**config.mk**
```make
export PLATFORM = sky130hd
export DESIGN_NAME = rx_buffer_drain_scheduler
export DESIGN_NICKNAME = d
export VERILOG_FILES = /design/src/rtl/rx_buffer_drain_scheduler.sv
export SDC_FILE = /design/constraint.sdc
export NUM_CORES = 1
export LEC_CHECK = 0
export ABC_AREA = 1
export BUFFER_PORTS_ARGS = -buffer_cell sky130_fd_sc_hd__buf_2
export CORE_UTILIZATION = 60
export CTS_BUF_LIST = sky130_fd_sc_hd__clkbuf_8
export DETAILED_ROUTE_END_ITERATION = 8
export GPL_TIMING_DRIVEN = 0
export PLACE_DENSITY_LB_ADDON = 0.12
export SLEW_MARGIN = 5
export SYNTH_ARGS = -nofsm -noshare
export SYNTH_HDL_FRONTEND = slang
export SYNTH_SLANG_ARGS = --single-unit
```
**constraint.sdc**
```tcl
create_clock -name clk -period 8.7 [get_ports clk]
set_input_delay 0.87 -clock clk [delete_from_list [all_inputs] [get_ports clk]]
set_output_delay 0.87 -clock clk [all_outputs]
set_load 0.02 [all_outputs]
```
**src/rtl/rx_buffer_drain_scheduler.sv**
```systemverilog
// RX ring drain: fetch header, validate length, hand body to DMA, publish new read pointer.
// Latency: occ!=0 in IDLE -> rd_mem_en +1, dma_req +4; dma_done -> rd_addr_extended update +2.
// Backpressure: dma_req held until dma_ack; enable low or empty ring parks the block in IDLE.
`ifndef BF
`define BF 9
`endif

module rx_buffer_drain_scheduler #(
    parameter int MAX_FRAME_BYTES = 9600,
    parameter int CHG_HOLD        = 4
) (
    input  logic            clk,
    input  logic            reset_n,
    input  logic            enable,
    input  logic [`BF+1:0]  commited_wr_address,
    output logic            rd_mem_en,
    output logic [`BF:0]    rd_mem_addr,
    input  logic [63:0]     rd_mem_data,
    output logic            dma_req,
    input  logic            dma_ack,
    input  logic            dma_done,
    output logic [`BF:0]    dma_start_addr,
    output logic [15:0]     dma_qwords,
    output logic [31:0]     dma_byte_count,
    output logic [`BF+1:0]  rd_addr_extended,
    output logic            rd_addr_change,
    output logic [31:0]     frames_sent,
    output logic [31:0]     bad_hdr_count
);

    localparam int          PTR_W     = `BF + 2;
    localparam int          ADDR_W    = `BF + 1;
    localparam int          HOLD_W    = $clog2(CHG_HOLD + 1);
    localparam logic [31:0] MAX_BYTES = 32'(MAX_FRAME_BYTES);

    typedef struct packed {
        logic [31:0] byte_count;
        logic [31:0] rsvd;
    } hdr_t;

    typedef enum logic [3:0] {
        S_IDLE,
        S_RD_HDR,
        S_WAIT_HDR,
        S_CHECK,
        S_REQ,
        S_XFER,
        S_ADVANCE,
        S_ERR,
        S_HOLD
    } state_t;

    state_t            state;
    state_t            next_state;
    hdr_t              hdr_word;
    logic [31:0]       hdr_len;
    logic [PTR_W-1:0]  occ;
    logic [PTR_W-1:0]  occ_snap;
    logic [32:0]       len_round;
    logic [29:0]       q_calc;
    logic [30:0]       need_words;
    logic              hdr_bad;
    logic [HOLD_W-1:0] hold_cnt;
    logic              hold_last;
    logic              rd_mem_en_nxt;
    logic              dma_req_nxt;
    logic              chg_nxt;
    logic              unused_bits;

    assign hdr_word   = rd_mem_data;
    assign occ        = commited_wr_address - rd_addr_extended;
    assign len_round  = {1'b0, hdr_len} + 33'd7;
    assign q_calc     = len_round[32:3];
    assign need_words = {1'b0, q_calc} + 31'd1;
    // Header plus body must already be committed, otherwise the ring is treated as corrupt.
    assign hdr_bad    = (hdr_len == 32'd0) || (hdr_len > MAX_BYTES) ||
                        (need_words > 31'(occ_snap));
    assign hold_last  = (hold_cnt == HOLD_W'(CHG_HOLD - 1));
    assign unused_bits = &{1'b0, hdr_word.rsvd, len_round[2:0]};

    always_ff @(posedge clk or negedge reset_n) begin
        if (!reset_n) begin
            state <= S_IDLE;
        end else begin
            state <= next_state;
        end
    end

    always_comb begin
        next_state = state;
        case (state)
            S_IDLE:     if (enable && (occ != '0)) next_state = S_RD_HDR;
            S_RD_HDR:   next_state = S_WAIT_HDR;
            S_WAIT_HDR: next_state = S_CHECK;
            S_CHECK:    next_state = hdr_bad ? S_ERR : S_REQ;
            S_REQ:      if (dma_ack) next_state = dma_done ? S_ADVANCE : S_XFER;
            S_XFER:     if (dma_done) next_state = S_ADVANCE;
            S_ADVANCE:  next_state = S_HOLD;
            S_ERR:      next_state = S_HOLD;
            S_HOLD:     if (hold_last) next_state = S_IDLE;
            default:    next_state = S_IDLE;
        endcase
    end

    // Strobes are decoded from next_state so the registered copies line up with the state.
    always_comb begin
        rd_mem_en_nxt = 1'b0;
        dma_req_nxt   = 1'b0;
        chg_nxt       = 1'b0;
        case (next_state)
            S_RD_HDR: rd_mem_en_nxt = 1'b1;
            S_REQ:    dma_req_nxt   = 1'b1;
            S_HOLD:   chg_nxt       = 1'b1;
            default:  ;
        endcase
    end

    always_ff @(posedge clk or negedge reset_n) begin
        if (!reset_n) begin
            rd_mem_en        <= 1'b0;
            rd_mem_addr      <= '0;
            dma_req          <= 1'b0;
            dma_start_addr   <= '0;
            dma_qwords       <= '0;
            dma_byte_count   <= '0;
            rd_addr_extended <= '0;
            rd_addr_change   <= 1'b0;
            frames_sent      <= '0;
            bad_hdr_count    <= '0;
            hdr_len          <= '0;
            occ_snap         <= '0;
            hold_cnt         <= '0;
        end else begin
            rd_mem_en      <= rd_mem_en_nxt;
            dma_req        <= dma_req_nxt;
            rd_addr_change <= chg_nxt;

            if (rd_mem_en_nxt) begin
                rd_mem_addr <= rd_addr_extended[ADDR_W-1:0];
            end

            if (state == S_WAIT_HDR) begin
                hdr_len  <= hdr_word.byte_count;
                occ_snap <= occ;
            end

            if ((state == S_CHECK) && !hdr_bad) begin
                dma_start_addr <= rd_addr_extended[ADDR_W-1:0] + ADDR_W'(1);
                dma_qwords     <= q_calc[15:0];
                dma_byte_count <= hdr_len;
            end

            if (state == S_ADVANCE) begin
                rd_addr_extended <= rd_addr_extended + PTR_W'(dma_qwords) + PTR_W'(1);
                frames_sent      <= frames_sent + 32'd1;
            end

            // A bad header leaves no trustworthy frame boundary: drop everything committed.
            if (state == S_ERR) begin
                rd_addr_extended <= rd_addr_extended + occ_snap;
                bad_hdr_count    <= bad_hdr_count + 32'd1;
            end

            if (state == S_HOLD) begin
                hold_cnt <= hold_cnt + HOLD_W'(1);
            end else begin
                hold_cnt <= '0;
            end
        end
    end

endmodule

```
**Yosys cells after proc, flatten, opt, wreduce, memory -nomap -nowiden**

Index checks and enable logic that the tools add are counted.

- Multiplexer cells: 13
- Equality and inequality tests: 12
- Reduce and logical (&&, ||, !) cells: 10
- $lt $le $gt $ge: 2
- Add/subtract/negate cells: 10

Operators by type and width:

| kind | count |
|---|---|
| adder 32 x 1 -> 32 bit (second input constant) | 2 |
| adder 32 x 3 -> 33 bit (second input constant) | 1 |
| greater-than comparator 32 x 14 -> 1 bit (second input constant) | 1 |
| zero test 32 bit | 1 |
| case mux 4 bit (8 select lines) | 1 |
| adder 30 x 1 -> 31 bit (second input constant) | 1 |
| greater-than comparator 31 x 11 -> 1 bit | 1 |
| adder 11 bit | 2 |
| 2-to-1 mux 11 bit | 2 |
| == test 4 x 3 -> 1 bit (second input constant) | 5 |
| 2-to-1 mux 4 bit | 4 |
| adder 11 x 1 -> 11 bit (second input constant) | 1 |
| nonzero test 11 bit | 1 |
| subtractor 11 bit | 1 |
| adder 10 x 1 -> 10 bit (second input constant) | 1 |
| == test 4 x 1 -> 1 bit (second input constant) | 2 |
| == test 4 x 2 -> 1 bit (second input constant) | 2 |
| == test 4 bit (second input constant) | 2 |
| zero test 4 bit | 1 |
| 2-to-1 mux 2 bit | 2 |
| adder 3 x 1 -> 3 bit (second input constant) | 1 |
| == test 3 x 2 -> 1 bit (second input constant) | 1 |
| 2-to-1 mux 1 bit | 3 |
| 2-to-1 mux 3 bit | 1 |
| 5 further kinds | 7 |

- Register bits: 196
- Output and inout port bits: 146

**Longest topological paths before layout**

Gate-level depths: netlist of the first run.

- Depth in word-level cells: 8
- Mapped depth: 25
- Mapped depth without buffers: 24

**Worst setup path before layout of the first run**

Ideal clock, no wire load.

- Kind: reg2reg
- From: register hdr_len[1]
- To: register dma_byte_count[0]
- Path buffers: 2
- Arrival time: 2.739 ns
- Library setup time: 0.132 ns
- Cell stages (with the launch flop): 25
- Data required time: 8.568 ns
- Setup slack: 5.830 ns
- Clock period less this slack: 2.870 ns
- Path through: dfrtp_1 -> nor2_1 -> nand2_1 -> nand2_1 -> nor2_1 -> inv_1 -> nand2_1 -> inv_1 -> ha_1 -> inv_1 -> nor2_1 -> nand3_1 -> xor2_1 -> ha_1 -> nand2_1 -> a21oi_1 -> nor2_1 -> nand2_1 -> nand3_1 -> nand2_1 -> nand2_1 -> nand3_1 -> buf_2 -> clkbuf_1 -> o21ai_0

- Cells in the longest elaborated chain, start to end: 6

RTL lines:

| element | RTL line | RTL |
|---|---|---|
| from (decl) | 56 | `logic [31:0] hdr_len;` |
| from (signal assigned) | 143 | `hdr_len <= hdr_word.byte_count;` |
| adder 32 x 3 -> 33 bit | 72 | `assign len_round = {1'b0, hdr_len} + 33'd7;` |
| via len_round[4] | 59 | `logic [32:0] len_round;` |
| adder 30 x 1 -> 31 bit | 74 | `assign need_words = {1'b0, q_calc} + 31'd1;` |
| greater-than comparator 31 x 11 -> 1 bit | 77 | `(need_words > 31'(occ_snap));` |
| logical OR 1 bit | 76 | `assign hdr_bad = (hdr_len == 32'd0) \|\| (hdr_len > MAX_BYTES) \|\|` |
| zero test 1 bit | 147 | `if ((state == S_CHECK) && !hdr_bad) begin` |
| logical AND 1 bit | 147 |  |
| to (signal assigned) | 150 | `dma_byte_count <= hdr_len;` |
| to (decl) | 24 | `output logic [31:0] dma_byte_count,` |

The timed path passes the listed nets, and every way through them passes these cells.
A chain may end at the register's enable or synchronous reset.

**Worst setup path in the final report of the first run**

- From: register hdr_len[1]
- To: register dma_byte_count[5]

The elaborated chain is that of the path after synthesis.

==> results of run 1 <==
per-layer routing:
layer / share of wire [%] / track usage (%) / vias up
li1: - / - / 4506
met1: 44 / 38.9 / 4351
met2: 47 / 48.3 / 285
met3: 5.8 / 5.29 / 51
met4: 2.8 / 11.3 / 0
met5: 0 / 0 / -
metrics by stage:
step	std cells	cell area [sq um]	util (%)	power, mW	hold slack [ns]
finish	1734	12200	71.2	3.33	0.331
global route	1734	12200	71.2	3.59	0.365
CTS	1734	12200	71.2	3.32	0.350
detailed placement	1702	11800	68.7	2.67	0.433
global placement	1701	11800	68.4	2.63	0.422
floorplan	1283	10500	-	2.24	0.410
layout make-up:
type | instances | share of cell area [%]
plain buffers | 23 | 0.838
well taps | 225 | 2.30
repair buffers | 194 | 8.20
clock buffers | 17 | 1.91
inverters | 179 | 5.49
multi-input cells | 885 | 39.5
clock inverters | 15 | 1.73
flip-flops and latches | 196 | 40.1
worst max path at each step:
stage,end,slack (ns),cells after the start
CTS,dma_start_addr[6],4.98,25
floorplan,dma_byte_count[0],5.83,24
detailed placement,dma_byte_count[2],4.99,24
global route,dma_start_addr[6],4.53,25
global placement,dma_byte_count[8],3.60,1
finish,dma_byte_count[5],5.01,24
cells by family after synthesis:
kind of cell	after synthesis	share of synthesized area, %
and+or+nand+nor	601	25.1
buffers and inverters	202	7.37
DFF	196	46.7
AOI/OAI and AO/OA	150	7.69
xor gates and xnor gates	84	7.00
adders and majority gates	50	6.17
placed cells by master (no fill, tap or decap), types with 4 or more instances in the layout:
master / n
nand2_2: 8
xnor2_1: 29
nand4_1: 26
xor2_1: 55
clkbuf_1: 13
nor2_2: 10
a31oi_1: 5
nor2_4: 5
inv_2: 4
nor3_2: 5
inv_1: 174
ha_1: 47
nor3_1: 24
nor2_1: 91
o21ai_0: 100
clkbuf_8: 17
nand2_1: 364
dfrtp_1: 196
inv_8: 5
buf_2: 199
a21oi_1: 29
nand3_1: 52
sequential cells by signal (all words and copies together) (netlist names):
signal / count
occ_snap: 11
hold_cnt: 3
rd_mem_addr: 10
dma_byte_count: 32
state: 4
bad_hdr_count: 32
rd_addr_extended: 11
dma_start_addr: 10
dma_req: 1
rd_addr_change: 1
hdr_len: 32
frames_sent: 32
dma_qwords: 16
rd_mem_en: 1
power by group through the flow:
stage	combinational [mW]	clock (mW)	sequential, mW
3_3_place_gp	1.37	0	1.26
5_1_grt	1.62	0.700	1.26
2_1_floorplan	0.961	0	1.28
6_report	1.42	0.659	1.25
3_5_place_dp	1.41	0	1.26
4_1_cts	1.41	0.667	1.24
==> qor.csv, run 1 <==
metric,value,unit
pwr dens,272,nW/um^2
synth cell count leaders,"nand2_1 (364), dfrtp_1 (196), inv_1 (174)",
layout cells sized above 1,18.5,%
clock tree from TritonCTS,done,
CTS buffer count,17,
Max Clock Skew,0.0161,ns
largest net degree at the start of global routing,121,
Pre-Repair DR Iteration Count,5,
logic gate share of total power,42.7,%
post-synthesis cell type count,44,
RSZ-0062 raised after global routing,no,
critical register-to-register path endpoint,dma_byte_count[5],
DR vias,9193,
worst-path cell chain,nor2_1 > nand2_1 > nand2_1 > nor2_1 > inv_1 > nand2_1 > inv_1 > ha_1 > inv_1 > nor2_1 > nand3_1 > xor2_1 > ha_1 > nand2_1 > nor2_1 > nand2_1 > nand2_1 > nand3_1 > nand2_1 > nand2_1 > nand3_1 > buf_2 > clkbuf_1 > o21ai_0,
CP peak stage delay,0.46,ns
WL per Instance,14.9,um
Critical Path AT,4.05,ns
worst reg2reg path depth,24,
Synth top area share,46.7,%
"Slowest-stage cell, CP",clkbuf_1,
setup TNS,0,ns
Sinks on Clock Net,196,
Filler cells,1462,
crit end category,flip-flop,
first-pass GRT wire length,41.4,mm
Site Rows,48,
Yosys reg bits,196,
Via-to-Cell Ratio,5.30,
cell repeated most along the worst path,nand2_1,
dpl ws,4.99,ns
DPL Wire Length,19.9,mm
final setup fails,0,
switching share of power,44.1,%
Starting Density,61.2,%
die area,18000,sq um
Final Cycle Share,42.4,%
Most used DFF post-synth,dfrtp_1,
"count leader, synth",nand2_1,
die width,134,um
Critical R2R Launch,hdr_len[1],
Placer Congestion,0.943,
"Hold Vio Cnt, Final",0,
core area,17200,sq um
maxcap violations,0,
Int Pwr,1.86,mW
Worst Hold Class,in2async,
CP Max Fanout,10,
Seq pwr share,37.5,%
flop2flop setup slack,5.01,ns
Routed WL,25.8,mm
Clock Path Buffers,2,
Iteration-0 DRC Markers,527,
Worst Setup Start Kind,flip-flop,
I/O Buffers,193,
YS warnings,0,
Die Y,134,um
kind of critical path,reg2reg,
CTS root buf,clkbuf_8,
register area,4900,sq um
Synth Cell Area,10500,sq um
syn_nets,1413,
GRT Util Overall,29.4,%
total global routing overflow,0,
post-cts resize count,0,
leading area contributor after synthesis,dfrtp_1,
CP startpoint,hdr_len[1],
Slew @ Worst Pin,0.618,ns
Final Max Tran Viols,0,
data required time at the worst endpoint,9.06,ns
highest clock rate,0.271,GHz
sequential area share after synthesis,46.7,%
P_sw,1.47,mW
synth top area cells,"dfrtp_1 (47%), nand2_1 (13%), inv_1 (6.2%)",
# DRC,0,
number of H-tree levels,4,
"Async S/R FF share, synth",100,%
Lkg Pwr,6.82,nW
io pins,226,
latest clock arrival within the worst-skew pair,0.49,ns
Gate Count Post-Synth,1283,
fin worst setup slack,5.01,ns
CP Buf/Inv Count,5,
Post-CTS Setup Inserts,0,
Hold Buf Count CTS,0,
Worst-path clk slew,0.11,ns
headroom to the max-slew limit,58.8,%
clock share of power,19.8,%
maximum vdd ir drop,0.169,mV
nets,1626,
"Avg Cell Area, Syn",8.19,sq um
fin crit period,3.69,ns
ANT cells,0,
vias in the first global route,8435,
Antenna Nets Post-Route,0,
status,finished clean,
Post-synth EDFFs,0,
area of the multi-input gates,4830,sq um
"Area growth, synth to finish",16.5,%
initial antenna violation count,0,
"delay-heaviest family, CP",simple AND/OR/NAND/NOR gates,
(Power assumes the default switching activity.)
==> run 2, diff against run 1 <==
Settings changed: CORE_UTILIZATION 60 to 51.
Clock period 8.7 ns to 3.3 ns, I/O delays scaled along.
==> qor.csv, run 2 (synthesis results as in run 1) <==
metric,value,unit
status,finished clean,
GRT Util Overall,25.5,%
data required time at the worst endpoint,3.68,ns
clock tree from TritonCTS,done,
ANT cells,0,
Die Y,146,um
Lkg Pwr,6.85,nW
fin crit period,3.08,ns
nets,1630,
total global routing overflow,0,
CTS buffer count,17,
Worst Setup Start Kind,flip-flop,
Routed WL,26.4,mm
DR vias,9004,
maximum vdd ir drop,0.399,mV
io pins,226,
Max Clock Skew,0.0188,ns
Antenna Nets Post-Route,0,
WL per Instance,14.8,um
die area,21200,sq um
die width,146,um
DP Cell Count,1747,
Clock Path Buffers,2,
Worst Hold Class,in2reg,
Placer Congestion,0.899,
flop2flop setup slack,0.22,ns
Design Power,8.81,mW
vias in the first global route,8412,
Final Cycle Share,93.5,%
"most common cell after layout, fill and taps aside",nand2_1,
"Area growth, synth to finish",18.3,%
DPL Wire Length,20.2,mm
pwr dens,709,nW/um^2
final setup fails,0,
"Cell Count, Final, Fillers Out",1782,
latest clock arrival within the worst-skew pair,0.48,ns
"Hold Vio Cnt, Final",0,
Iteration-0 DRC Markers,488,
most frequent cells in the layout,"nand2_1 (360), dfrtp_1 (196), buf_2 (193), inv_1 (171), o21ai_0 (90)",
kind of critical path,reg2reg,
number of H-tree levels,4,
Starting Density,51.9,%
Filler cells,1859,
# DRC,0,
CTS root buf,clkbuf_8,
Worst-path clk slew,0.12,ns
CP Max Fanout,10,
first-pass GRT wire length,42.7,mm
largest net degree at the start of global routing,113,
Slew @ Worst Pin,0.697,ns
layout cells sized above 1,20.2,%
Via-to-Cell Ratio,5.05,
Sinks on Clock Net,196,
headroom to the max-slew limit,53.5,%
crit end category,flip-flop,
Final Max Tran Viols,0,
maxcap violations,0,
Site Rows,52,
Critical Path AT,3.46,ns
Pre-Repair DR Iteration Count,7,
core area,20200,sq um
I/O Buffers,193,
highest clock rate,0.324,GHz
initial antenna violation count,0,
-- run 2: area by class of cell --
cell class	count	area, sq um	share of cell area [%]
Sequential cell	196	4900	39.5
Clock inverter	14	161	1.30
Timing Repair Buffer	198	1040	8.33
Tap cell	270	338	2.72
Multi-Input combinational cell	885	4930	39.7
Clock buffer	17	234	1.88
Inverter	179	672	5.41
Buffer	23	154	1.24
-- run 2: worst paths after layout --
| check | cells past startpoint | from | end |
|---|---|---|---|
| max | 22 | hdr_len[2] | dma_qwords[12] |
| max reg2reg | 22 | hdr_len[2] | dma_qwords[12] |
| min | 3 | rd_mem_data[48] | hdr_len[16] |
| max in group asynchronous | 3 | reset_n | state[1] |
| min in group asynchronous | 2 | reset_n | frames_sent[8] |
| min reg2reg | 1 | hold_cnt[0] | hold_cnt[0] |
-- run 2: metrics by stage --
step	setup TNS (ns)	hold WS [ns]	setup WS (ns)	cell area [sq um]	util [%]
3_3_place_gp	-274.60	0.421	-1.37	11800	58.4
2_1_floorplan	0	0.0344	0.430	10500	-
6_report	0	0.0403	0.216	12400	61.4
4_1_cts	0	0.0162	0.00589	12300	60.8
5_1_grt	-0.0849	0.0171	-0.0141	12400	61.4
3_5_place_dp	-12.89	0.375	-0.431	11800	58.6
-- run 2: critical path, cell delays in order, from the launching register on --
cell	delay [ns]
dfrtp_1	0.34
inv_1	0.07
nand2_1	0.09
nand2_2	0.10
nor2_4	0.12
nand2_1	0.11
nor2_2	0.18
inv_1	0.07
and2_1	0.14
inv_1	0.20
xor2_2	0.23
ha_4	0.24
a21o_1	0.16
nor2_2	0.07
nand2_1	0.05
nand3_1	0.06
nand2_1	0.06
nand2_2	0.11
nand3_4	0.11
clkbuf_4	0.20
buf_4	0.17
nand2_1	0.06
inv_1	0.04
-- run 2: power breakdown --
part	total (mW)	internal, mW	switching [mW]
Combinational	3.95	1.34	2.61
Clock	1.55	0.572	0.981
Sequential	3.31	2.85	0.459
Total	8.81	4.76	4.05
-- run 2: timing repair --
action,CTS,global route
cloned,0,1
buffers inserted,0,2
hold buffers,1,0
hold endpoints to repair,84,0
setup endpoints to repair,57,59
gates resized for setup,16,44
pin swaps,1,9
-- run 2: routing by layer --
| metal | wire, um | track usage, % |
|---|---|---|
| met4 | 370 | 6.16 |
| met1 | 12300 | 35.8 |
| met5 | 0 | 0 |
| met2 | 12600 | 41.9 |
| met3 | 1150 | 3.54 |
==> run 3, diff against run 2 <==
Settings changed: ABC_AREA 1 to default, CTS_CLUSTER_SIZE from default to 40.
==> qor.csv, run 3 <==
metric,value,unit
status,"finished, violations left",
failing checks,setup timing,
leading area contributor after synthesis,dfrtp_1,
"count leader, synth",dfrtp_1,
Most used DFF post-synth,dfrtp_1,
area of the multi-input gates,5160,sq um
largest net degree at the start of global routing,107,
Worst-path clk slew,0.12,ns
Clock Path Buffers,2,
first-pass GRT wire length,38.4,mm
initial antenna violation count,0,
Critical R2R Launch,hdr_len[0],
dpl ws,-1.09,ns
"Slowest-stage cell, CP",dfrtp_1,
post-route cell area,12500,sq um
syn_nets,1120,
io pins,226,
CP Max Fanout,5,
ANT cells,0,
HP Start,rd_mem_data[58],
CTS buffer count,17,
nets,1359,
Slew @ Worst Pin,0.853,ns
Synth top area share,48.8,%
Iteration-0 DRC Markers,378,
"Async S/R FF share, synth",100,%
"Hold Vio Cnt, Final",0,
Routed WL,24.6,mm
Via-to-Cell Ratio,5.29,
setup TNS,-38.14,ns
synth top area cells,"dfrtp_1 (49%), xnor2_1 (6.4%), ha_1 (5.9%)",
Gate Count Post-Synth,990,
Site Rows,50,
"Area growth, synth to finish",24.6,%
crit end category,flip-flop,
clock tree from TritonCTS,done,
register area,4910,sq um
Post-synth EDFFs,0,
sequential area share after synthesis,48.8,%
DR vias,7934,
layout cells sized above 1,29.3,%
RSZ-0062 raised after global routing,yes,
CP peak stage delay,0.41,ns
Yosys reg bits,196,
flop2flop setup slack,-0.76,ns
highest clock rate,0.246,GHz
vias in the first global route,7636,
CTS root buf,clkbuf_8,
Worst Setup Start Kind,flip-flop,
Filler cells,1574,
die width,142,um
Pre-Repair DR Iteration Count,5,
Placer Congestion,0.859,
Final Cycle Share,123,%
Starting Density,52.8,%
synth cell count leaders,"dfrtp_1 (196), nand2_1 (153), xnor2_1 (73)",
Worst Hold Class,in2reg,
fin crit period,4.06,ns
headroom to the max-slew limit,43.0,%
fin worst setup slack,-0.758,ns
core area,19000,sq um
Final Max Tran Viols,0,
"Avg Cell Area, Syn",10.1,sq um
Synth Cell Area,10000,sq um
Lkg Pwr,6.42,nW
Antenna Nets Post-Route,0,
maxcap violations,0,
post-synthesis cell type count,62,
"Cell Area, Placed",11400,sq um
GRT Util Overall,24.3,%
total global routing overflow,0,
"most common cell after layout, fill and taps aside",buf_2,
latest clock arrival within the worst-skew pair,0.48,ns
kind of critical path,reg2reg,
Max Clock Skew,0.0199,ns
number of H-tree levels,4,
# DRC,0,
pwr dens,765,nW/um^2
die area,20300,sq um
worst-path cell chain,o31a_1 > xor2_2 > ha_2 > nor2_2 > o21ai_2 > nand2_2 > nor2_4 > nand2_2 > xnor2_2 > ha_1 > a21o_1 > a21o_1 > a221oi_2 > o211ai_1 > nor4_4 > buf_6 > clkbuf_16 > mux2_4,
I/O Buffers,193,
WL per Instance,16.4,um
Die Y,142,um
data required time at the worst endpoint,3.67,ns
final setup fails,61,
CP startpoint,hdr_len[0],
YS warnings,0,
Design Power,9.58,mW
Sinks on Clock Net,196,
Critical Path AT,4.43,ns
DPL Wire Length,17.4,mm
maximum vdd ir drop,0.397,mV
most frequent cells in the layout,"buf_2 (196), dfrtp_1 (194), nand2_1 (150), xnor2_1 (72), nor2_1 (50)",
run 3: cell types whose count changed after synthesis, moves of 11 or more:
cell     previous run  this run
and3_1              0        17
inv_1             174        38
a21oi_1            29        40
mux2_2              0        21
xnor2_1            29        73
o21ai_0           100        39
nor2_1             91        69
nand2_1           364       153
nor2b_1             0        30
nand3_1            52        31
xor2_1             55        40
run 3: worst max-delay path, delay by kind of cell (launching register included):
family / cells / cell delay (ns)
muxes: 1 / 0.30
AOI/OAI and AO/OA: 6 / 1.36
DFF: 1 / 0.41
adders and majority gates: 2 / 0.52
buffers and inverters: 2 / 0.36
xor gates and xnor gates: 2 / 0.35
and+or+nand+nor: 5 / 0.63
run 3: per-layer routing:
metal | global-route usage (%) | vias up | wire, um
li1 | - | 3863 | -
met1 | 34.1 | 3824 | 11700
met2 | 38.5 | 219 | 11400
met3 | 4.58 | 28 | 1160
met4 | 7.02 | 0 | 387
met5 | 0 | - | 0
run 3: per-stage QoR:
stage / util (%) / cells / hold WS (ns)
after floorplan: - / 990 / 0.0344
after global placement: 59.8 / 1443 / 0.425
after CTS: 63.9 / 1492 / 0.000484
final: 65.8 / 1501 / 0.0276
after global routing: 65.8 / 1501 / 0.0102
after detailed placement: 60.0 / 1444 / 0.385
run 3: area by class of cell:
class                   count  area share [%]
repair buffers            223            10.7
plain buffers              36            2.02
clock buffers              17            1.87
well taps                 260            2.60
multi-input cells         717            41.2
inverters                  38            1.14
flip-flops and latches    196            39.2
clock inverters            14            1.29
run 3: final timing paths:
| kind | to | cells after the start |
|---|---|---|
| max in group asynchronous | hdr_len[23] | 3 |
| setup / recovery | dma_byte_count[13] | 18 |
| setup reg to reg | dma_byte_count[13] | 18 |
| hold reg to reg | hold_cnt[0] | 1 |
| min in group asynchronous | rd_mem_en | 2 |
| hold / removal | hdr_len[26] | 3 |
run 3: kinds of logic after synthesis:
family | synth area share [%]
AND/OR/NAND/NOR | 19.6
flip-flops | 48.8
AO/OA/AOI/OAI | 7.86
XOR/XNOR | 9.85
buffers and inverters | 3.44
adder cells (fa/ha/maj) | 6.45
multiplexers | 3.95
run 3: what timing repair did:
item,in CTS,in global routing
endpoints found under the setup margin,61,61
gates resized for setup,43,66
pin swaps,11,12
buffers inserted,14,9
hold endpoints to repair,92,1
hold buffers,3,1
gates cloned,1,4
run 3: report_power, final:
| part | leakage, nW | internal, mW | switching, mW |
|---|---|---|---|
| registers | 2.60 | 2.87 | 0.424 |
| logic | 3.62 | 1.94 | 2.82 |
| clock network | 0.200 | 0.569 | 0.961 |
